### src/rtl/cache_tag_lookup.sv
// cache_tag_lookup: multi-cycle tag lookup for one set of a set-associative cache.
// The set is scanned LANES ways per cycle. Each group's compare result is
// registered before the scan decides to stop, so a hit in group g is reported
// g+2 edges after acceptance and a miss NGRP+1 edges after acceptance.
// The lowest-index valid matching way wins. On a miss, the lowest-index invalid
// way seen during the scan is reported as a free way.
// Optional feature macro: CACHE_MULTIHIT_CHK_EN. When it is defined, every group
// is always scanned and rsp_multihit flags two or more valid matches. When it is
// undefined, the scan stops at the first hit and rsp_multihit is tied to 0.
module cache_tag_lookup #(
    parameter int  WAYS  = 8,
    parameter int  TAG_W = 12,
    parameter int  LANES = 2,
    localparam int WAY_W = $clog2(WAYS),
    localparam int NGRP  = WAYS / LANES
) (
    input  logic                  clk,
    input  logic                  rstb,
    input  logic                  req_valid,
    output logic                  req_ready,
    input  logic [TAG_W-1:0]      req_tag,
    input  logic [WAYS*TAG_W-1:0] set_tags,
    input  logic [WAYS-1:0]       set_valid,
    output logic                  rsp_valid,
    input  logic                  rsp_ready,
    output logic                  rsp_hit,
    output logic [WAY_W-1:0]      rsp_way,
    output logic                  rsp_free_valid,
    output logic [WAY_W-1:0]      rsp_free_way,
    output logic                  rsp_multihit
);

    localparam int               GRP_W    = (NGRP > 1) ? $clog2(NGRP) : 1;
    localparam logic [GRP_W-1:0] LAST_GRP = GRP_W'(NGRP - 1);

    typedef enum logic [1:0] {IDLE, SCAN, DONE} state_t;

    state_t             state_q, state_d;
    logic [GRP_W-1:0]   grp_q, grp_d;
    logic [TAG_W-1:0]   tag_q, tag_d;
    logic               last_q, last_d;
    logic               hit_found_q, hit_found_d;
    logic [WAY_W-1:0]   hit_way_q, hit_way_d;
    logic               free_found_q, free_found_d;
    logic [WAY_W-1:0]   free_way_q, free_way_d;
    logic               rsp_hit_q, rsp_hit_d;
    logic [WAY_W-1:0]   rsp_way_q, rsp_way_d;
    logic               rsp_free_valid_q, rsp_free_valid_d;
    logic [WAY_W-1:0]   rsp_free_way_q, rsp_free_way_d;

    logic               grp_hit;
    logic [WAY_W-1:0]   grp_way;
    logic               grp_free;
    logic [WAY_W-1:0]   grp_free_way;
    logic [WAY_W-1:0]   lane_way;
    logic               finish;

`ifdef CACHE_MULTIHIT_CHK_EN
    logic [1:0]         grp_cnt;
    logic               multi_q, multi_d;
    logic               rsp_multihit_q, rsp_multihit_d;
`endif

    logic [TAG_W-1:0]   way_tag [WAYS];

    for (genvar w = 0; w < WAYS; w++) begin : g_unpack
        assign way_tag[w] = set_tags[w*TAG_W +: TAG_W];
    end

    // Compare the current group: lowest matching way, lowest invalid way, match count.
    always_comb begin
        grp_hit      = 1'b0;
        grp_way      = '0;
        grp_free     = 1'b0;
        grp_free_way = '0;
        lane_way     = '0;
`ifdef CACHE_MULTIHIT_CHK_EN
        grp_cnt      = 2'd0;
`endif
        for (int l = 0; l < LANES; l++) begin
            lane_way = WAY_W'(int'(grp_q) * LANES + l);
            if (set_valid[lane_way] && (way_tag[lane_way] == tag_q)) begin
                if (!grp_hit) begin
                    grp_hit = 1'b1;
                    grp_way = lane_way;
                end
`ifdef CACHE_MULTIHIT_CHK_EN
                if (grp_cnt != 2'd2) begin
                    grp_cnt = grp_cnt + 2'd1;
                end
`endif
            end
            if (!set_valid[lane_way] && !grp_free) begin
                grp_free     = 1'b1;
                grp_free_way = lane_way;
            end
        end
    end

    // Next-state and datapath: accept, scan group by group, then hold the result.
    always_comb begin
        state_d          = state_q;
        grp_d            = grp_q;
        tag_d            = tag_q;
        last_d           = last_q;
        hit_found_d      = hit_found_q;
        hit_way_d        = hit_way_q;
        free_found_d     = free_found_q;
        free_way_d       = free_way_q;
        rsp_hit_d        = rsp_hit_q;
        rsp_way_d        = rsp_way_q;
        rsp_free_valid_d = rsp_free_valid_q;
        rsp_free_way_d   = rsp_free_way_q;
`ifdef CACHE_MULTIHIT_CHK_EN
        multi_d          = multi_q;
        rsp_multihit_d   = rsp_multihit_q;
        finish           = last_q;
`else
        finish           = last_q || hit_found_q;
`endif
        case (state_q)
            IDLE: begin
                if (req_valid) begin
                    state_d      = SCAN;
                    tag_d        = req_tag;
                    grp_d        = '0;
                    last_d       = 1'b0;
                    hit_found_d  = 1'b0;
                    hit_way_d    = '0;
                    free_found_d = 1'b0;
                    free_way_d   = '0;
`ifdef CACHE_MULTIHIT_CHK_EN
                    multi_d      = 1'b0;
`endif
                end
            end
            SCAN: begin
                if (finish) begin
                    state_d          = DONE;
                    rsp_hit_d        = hit_found_q;
                    rsp_way_d        = hit_found_q ? hit_way_q : '0;
                    rsp_free_valid_d = !hit_found_q && free_found_q;
                    rsp_free_way_d   = (!hit_found_q && free_found_q) ? free_way_q : '0;
`ifdef CACHE_MULTIHIT_CHK_EN
                    rsp_multihit_d   = multi_q;
`endif
                end else begin
                    if (grp_hit && !hit_found_q) begin
                        hit_found_d = 1'b1;
                        hit_way_d   = grp_way;
                    end
                    if (grp_free && !free_found_q) begin
                        free_found_d = 1'b1;
                        free_way_d   = grp_free_way;
                    end
`ifdef CACHE_MULTIHIT_CHK_EN
                    multi_d = multi_q || (grp_cnt == 2'd2) || ((grp_cnt != 2'd0) && hit_found_q);
`endif
                    last_d = (grp_q == LAST_GRP);
                    if (grp_q != LAST_GRP) begin
                        grp_d = grp_q + GRP_W'(1);
                    end
                end
            end
            DONE: begin
                if (rsp_ready) begin
                    state_d = IDLE;
                end
            end
            default: state_d = IDLE;
        endcase
    end

    // FSM state register.
    always_ff @(posedge clk or negedge rstb) begin
        if (!rstb) begin
            state_q <= IDLE;
        end else begin
            state_q <= state_d;
        end
    end

    // Scan bookkeeping and response registers.
    always_ff @(posedge clk or negedge rstb) begin
        if (!rstb) begin
            grp_q            <= '0;
            tag_q            <= '0;
            last_q           <= 1'b0;
            hit_found_q      <= 1'b0;
            hit_way_q        <= '0;
            free_found_q     <= 1'b0;
            free_way_q       <= '0;
            rsp_hit_q        <= 1'b0;
            rsp_way_q        <= '0;
            rsp_free_valid_q <= 1'b0;
            rsp_free_way_q   <= '0;
`ifdef CACHE_MULTIHIT_CHK_EN
            multi_q          <= 1'b0;
            rsp_multihit_q   <= 1'b0;
`endif
        end else begin
            grp_q            <= grp_d;
            tag_q            <= tag_d;
            last_q           <= last_d;
            hit_found_q      <= hit_found_d;
            hit_way_q        <= hit_way_d;
            free_found_q     <= free_found_d;
            free_way_q       <= free_way_d;
            rsp_hit_q        <= rsp_hit_d;
            rsp_way_q        <= rsp_way_d;
            rsp_free_valid_q <= rsp_free_valid_d;
            rsp_free_way_q   <= rsp_free_way_d;
`ifdef CACHE_MULTIHIT_CHK_EN
            multi_q          <= multi_d;
            rsp_multihit_q   <= rsp_multihit_d;
`endif
        end
    end

    assign req_ready      = (state_q == IDLE);
    assign rsp_valid      = (state_q == DONE);
    assign rsp_hit        = rsp_hit_q;
    assign rsp_way        = rsp_way_q;
    assign rsp_free_valid = rsp_free_valid_q;
    assign rsp_free_way   = rsp_free_way_q;
`ifdef CACHE_MULTIHIT_CHK_EN
    assign rsp_multihit   = rsp_multihit_q;
`else
    assign rsp_multihit   = 1'b0;
`endif

endmodule
### config.mk
export PLATFORM = sky130hd
export DESIGN_NAME = cache_tag_lookup
export DESIGN_NICKNAME = d
export VERILOG_FILES = /design/src/rtl/cache_tag_lookup.sv
export SDC_FILE = /design/constraint.sdc
export NUM_CORES = 1
export LEC_CHECK = 0
export CAP_MARGIN = 30
export CORE_UTILIZATION = 36
export CTS_CLUSTER_DIAMETER = 200
export DETAILED_ROUTE_END_ITERATION = 6
export GPL_TIMING_DRIVEN = 0
export PLACE_DENSITY = 0.86
export SYNTH_ARGS = -nofsm -noshare
export SYNTH_HDL_FRONTEND = slang
export SYNTH_SLANG_ARGS = --single-unit
### constraint.sdc
create_clock -name clk -period 2.25 [get_ports clk]
set_clock_uncertainty 0.2 [all_clocks]
set_input_delay 0.5625 -clock clk [delete_from_list [all_inputs] [get_ports clk]]
set_output_delay 0.5625 -clock clk [all_outputs]
set_load 0.02 [all_outputs]
Word-level counts from Yosys, hierarchy flattened

Index checks and enable logic that the tools add are counted.

Output and inout port bits: 11
Register bits: 33
Input bits: 120

Bitwise operators: 2
Multiplexer cells: 45
Order comparisons: 4
Reductions and logical operators: 19
Add/subtract/negate cells: 2
Equal/unequal tests: 13

Operator list:

| operator              | number |
|---|---|
| $bmux W12 S3          | 2 |
| $mux W12              | 4 |
| $mux W3               | 12 |
| $eq A12 B12 Y1        | 2 |
| $ne A2 B2 Y1 const B  | 7 |
| $mux W1               | 12 |
| $mux W2               | 6 |
| $pmux W3 S2           | 2 |
| $reduce_and A4 Y1     | 3 |
| $ge A4 B4 Y1 const B  | 2 |
| $lt A3 B4 Y1 const B  | 2 |
| $not A3 Y4            | 2 |
| $logic_and A1 B1 Y1   | 6 |
| $pmux W1 S2           | 3 |
| $pmux W2 S3           | 1 |
| $reduce_and A3 Y1     | 2 |
| $eq A2 B2 Y1 const B  | 2 |
| $pmux W2 S2           | 1 |
| $reduce_and A2 Y1     | 2 |
| $add A3 B1 Y3 const B | 1 |
| $bmux W1 S3           | 1 |
| $logic_not A1 Y1      | 3 |
| $add A2 B1 Y2 const B | 1 |
| $bmux W1 S2           | 1 |
| other kinds (5)       | 5 |

Longest topological paths before layout

Word-level depth: 12
Depth in mapped cells: 8
Gate-level depth less buffers: 7

Least setup slack after synthesis

No wires, ideal clock.

Kind: reg2reg
Start point: register grp_q[1]
End point: register hit_way_q[2]
Library setup time: 132 ps
Setup slack: -233 ps
Arrival time: 2,151 ps
Data required time: 1,918 ps
Cell stages (with the launch flop): 9
Cells stage by stage: dfrtp_1 clkbuf_1 clkbuf_1 mux4_1 xnor2_1 nand4_1 a2111o_1 a31oi_1 o22ai_1

Longest elaborated chain between the ends: 12

Ends and longest elaborated chain:

| element                                                                | RTL line | text |
|---|---|---|
| start, declared                                                        | 39       | `logic [GRP_W-1:0] grp_q, grp_d;` |
| start signal, assigned                                                 | 202      | `grp_q <= grp_d;` |
| parallel branches: the longest is 12 deep, another holds $add A3 B1 Y3 | n/a      |  |
| end signal, assigned                                                   | 206      | `hit_way_q <= hit_way_d;` |
| end, declared                                                          | 43       | `logic [WAY_W-1:0] hit_way_q, hit_way_d;` |

Several ways; the timed one is not identified. The select of a mux whose other input is x is not followed.
A chain may end at the register's enable or synchronous reset.

Final worst setup path

Start point: register grp_q[0]
End point: register hit_way_q[2]

Same word-level chain as after synthesis.

==> flow_metrics.py <==
metrics = {
    "synthesis": {
        "synth_compound_area_share_pct": 9.420,
        "synth_top_family_by_area": "multiplexers",
        "synthMuxAreaShare_pct": 25.51,
        "synth_seq_cells": 33,
        "synth_cell_types": 43,
        "syn-num-nets": 356,
        "yosys.area_share.simple_pct": 15.89,
        "synth_most_common_cell": "nand2_1",
        "synth_top_area_share_pct": 33.60,
        "synth_edf_count": 0,
        "synth-xor-area-share_pct": 10.59,
        "yosysWarnings": 0,
        "ys_seq_area_share_pct": 33.60,
        "synth_ff_type": "dfrtp_1",
        "synth_area_per_cell_sq_um": 10.46,
        "async_reset_ff_share_pct": 100.0,
        "synth_cells": 235,
        "synth.largest_area_cell": "dfrtp_1",
        "synth_fa_ha_area_share_pct": 0.5092,
        "ys_top_cells_by_area": "dfrtp_1 34%, mux4_2 13%, mux4_1 8.6%",
        "synthTopCellsByCount": "53 x nand2_1, 33 x dfrtp_1, 14 x mux4_2, 14 x xor2_1",
        "syn-cell-area_sq_um": 2457,
    },
    "clock_network": {
        "clockBufferDepth": 2,
        "ctsHoldBuffers": 0,
        "clk_pin_slew_worst_paths_ns": 0.07,
        "clock_latency_ns": 0.29,
        "cts_tree": "yes",
        "cts_made_buffers": 5,
        "ctsHtreeMaxLevel": 2,
        "cts_root_buf": "clkbuf_8",
        "clock_sinks": 33,
    },
    "power": {
        "p_per_area_nw_per_um2": 1099,
        "vdd_drop_max_v": 0.0006194,
        "p_leak_nw": 1.670,
    },
    "floorplan": {
        "die-height_microns": 84.62,
        "start_util_pct": 38.05,
        "die_w_microns": 84.62,
        "fp.coreArea_sq_um": 6459,
        "io_pins": 131,
        "die-area_sq_um": 7161,
        "rows": 29,
    },
    "status": {
        "violations": "design-rule violations, negative setup slack",
        "status": "complete, but fails checks",
    },
    "sta": {
        "rsz0062_at_grt": "yes",
        "tightest_slew_ns": 0.7576,
        "tns_ns": -1.440,
        "drv_slew": 0,
        "setup_ws_ns": -0.4005,
        "relSlewSlack_pct": 49.49,
        "period_needed_ns": 2.651,
        "fmax_mhz": 377.3,
        "finalHoldViolCount": 0,
        "worst_hold_slack_ns": 0.1390,
        "setup_violations": 4,
        "period_share_pct": 117.8,
    },
    "worst_setup_path": {
        "critPathCaptureType": "flop",
        "reg2reg_depth": 9,
        "crit_required_ns": 2.22,
        "reg2reg_to": "hit_way_q[2]",
        "path_class": "flop to flop",
        "path_max_fanout": 6,
        "r2r_slack_ns": -0.40,
        "cp-start-kind": "flop",
        "cp.arrival_ns": 2.62,
        "r2r-start": "grp_q[0]",
    },
    "finish": {
        "final_nets": 497,
        "post_route_cells_drive_above_1_share_pct": 15.96,
        "antenna_cells": 0,
        "syn_to_final_growth_pct": 67.31,
    },
    "grt": {
        "overflow": 0,
        "grt_max_degree": 34,
        "grt_pass1_vias": 2606,
        "grt_use_total_pct": 22.59,
        "grt_pass1_wl_microns": 12340,
        "antenna_found_initial": 0,
    },
    "routing": {
        "wl_per_cell_microns": 17.27,
        "drt_iter0_markers": 114,
        "vias": 2443,
        "drt-total-wl_microns": 7825,
        "first_pass_iters": 6,
        "drc": 4,
        "viasPerCell": 5.393,
        "postRouteAntennaNets": 0,
    },
    "placement": {
        "portBuffers": 129,
        "place.gp.congestion": 0.8430,
        "hpwlAfterDp_microns": 6125,
    },
    "hold_path": {
        "hp-class": "input pin to async pin",
    },
    "run": {
        "max-cap-violations": 0,
    },
}
[worst max-delay path: stages (launching register included)]
cell       delay (ns)
dfrtp_2          0.42
buf_8            0.14
buf_12           0.12
buf_8            0.13
mux4_2           0.53
xor2_2           0.17
nor4_2           0.30
o2111ai_2        0.17
a31oi_2          0.24
o22ai_1          0.10
[kinds of logic (layout without fill, tap and decap cells)]
kind of cell,after synthesis,count (layout)
AOI/OAI and AO/OA,33,33
xor gates and xnor gates,28,28
adders and majority gates,1,1
buffers and inverters,20,161
DFF,33,33
muxes,32,32
other,1,1
and+or+nand+nor,87,87
[metrics by stage]
| step | std cells | area [sq um] | worst slack [ns] | power, mW | utilization [%] |
|---|---|---|---|---|---|
| 4_1_cts | 455 | 4094 | -0.3701 | 4.480 | 63.39 |
| 6_report | 453 | 4111 | -0.4005 | 4.520 | 63.66 |
| 3_3_place_gp | 441 | 3861 | -0.7208 | 3.553 | 59.78 |
| 3_5_place_dp | 441 | 3856 | -0.7959 | 3.647 | 59.71 |
| 2_1_floorplan | 235 | 2474 | -0.1176 | 2.856 | - |
| 5_1_grt | 453 | 4111 | -0.5056 | 4.795 | 63.66 |
[routing by layer]
metal,GRT usage (%),routed length [microns]
met1,24.07,2917
met2,43.39,4270
met3,5.310,468
met4,7.704,168
met5,0,0
[registers in the layout, summed over array words and instances, names as in the netlist]
signal / count
grp_q: 2
rsp_way: 3
rsp_free_way: 3
tag_q: 12
rsp_free_valid: 1
hit_way_q: 3
hit_found_q: 1
state_q: 2
free_found_q: 1
free_way_q: 3
last_q: 1
rsp_hit: 1
[worst max path at each step]
stage	startpoint	end	cells past startpoint
finish	grp_q[0]	hit_way_q[2]	9
global route	grp_q[0]	hit_way_q[2]	9
CTS	grp_q[0]	hit_way_q[2]	9
detailed placement	set_tags[66]	hit_way_q[2]	7
global placement	set_tags[66]	hit_way_q[2]	7
floorplan	grp_q[0]	hit_way_q[2]	8
[repair_timing]
action | 4_1_cts | 5_1_grt
gates cloned | 1 | 0
resized for setup | 25 | 4
endpoints found under the setup margin | 8 | 7
pin swaps | 14 | 1
endpoints found under the hold margin | 0 | 0
setup buffers | 7 | 0
[final cells by class]
cell class / instances / area, sq um
sequential: 33 / 827.0
tap: 77 / 96.34
inverter: 5 / 18.77
multi-input combinational: 182 / 1605
clock buffer: 7 / 86.33
buffer: 12 / 93.84
timing repair buffer: 137 / 1384
fill: 498 / 2347
[power breakdown]
part / leakage [nW] / internal, mW / switching (mW)
combinational: 1.21 / 1.54 / 1.43
sequential: 0.414 / 0.806 / 0.274
clock: 0.0443 / 0.243 / 0.222
[cells in the final DEF, fill, tap and decap left out, drive strengths merged, types with 4 or more instances in the layout]
cell	Yosys	layout
clkdlybuf4s50	0	126
nand2	53	53
dfrtp	33	33
mux4	22	22
buf	7	16
xor2	14	14
xnor2	14	14
o21ai	13	13
clkbuf	8	12
mux2i	9	9
nor2	7	7
inv	5	5
nor2b	4	4
a32o	4	4
nand4	4	4
nor3	4	4
a31oi	4	4
No activity file was read; power rests on OpenSTA's default activity.
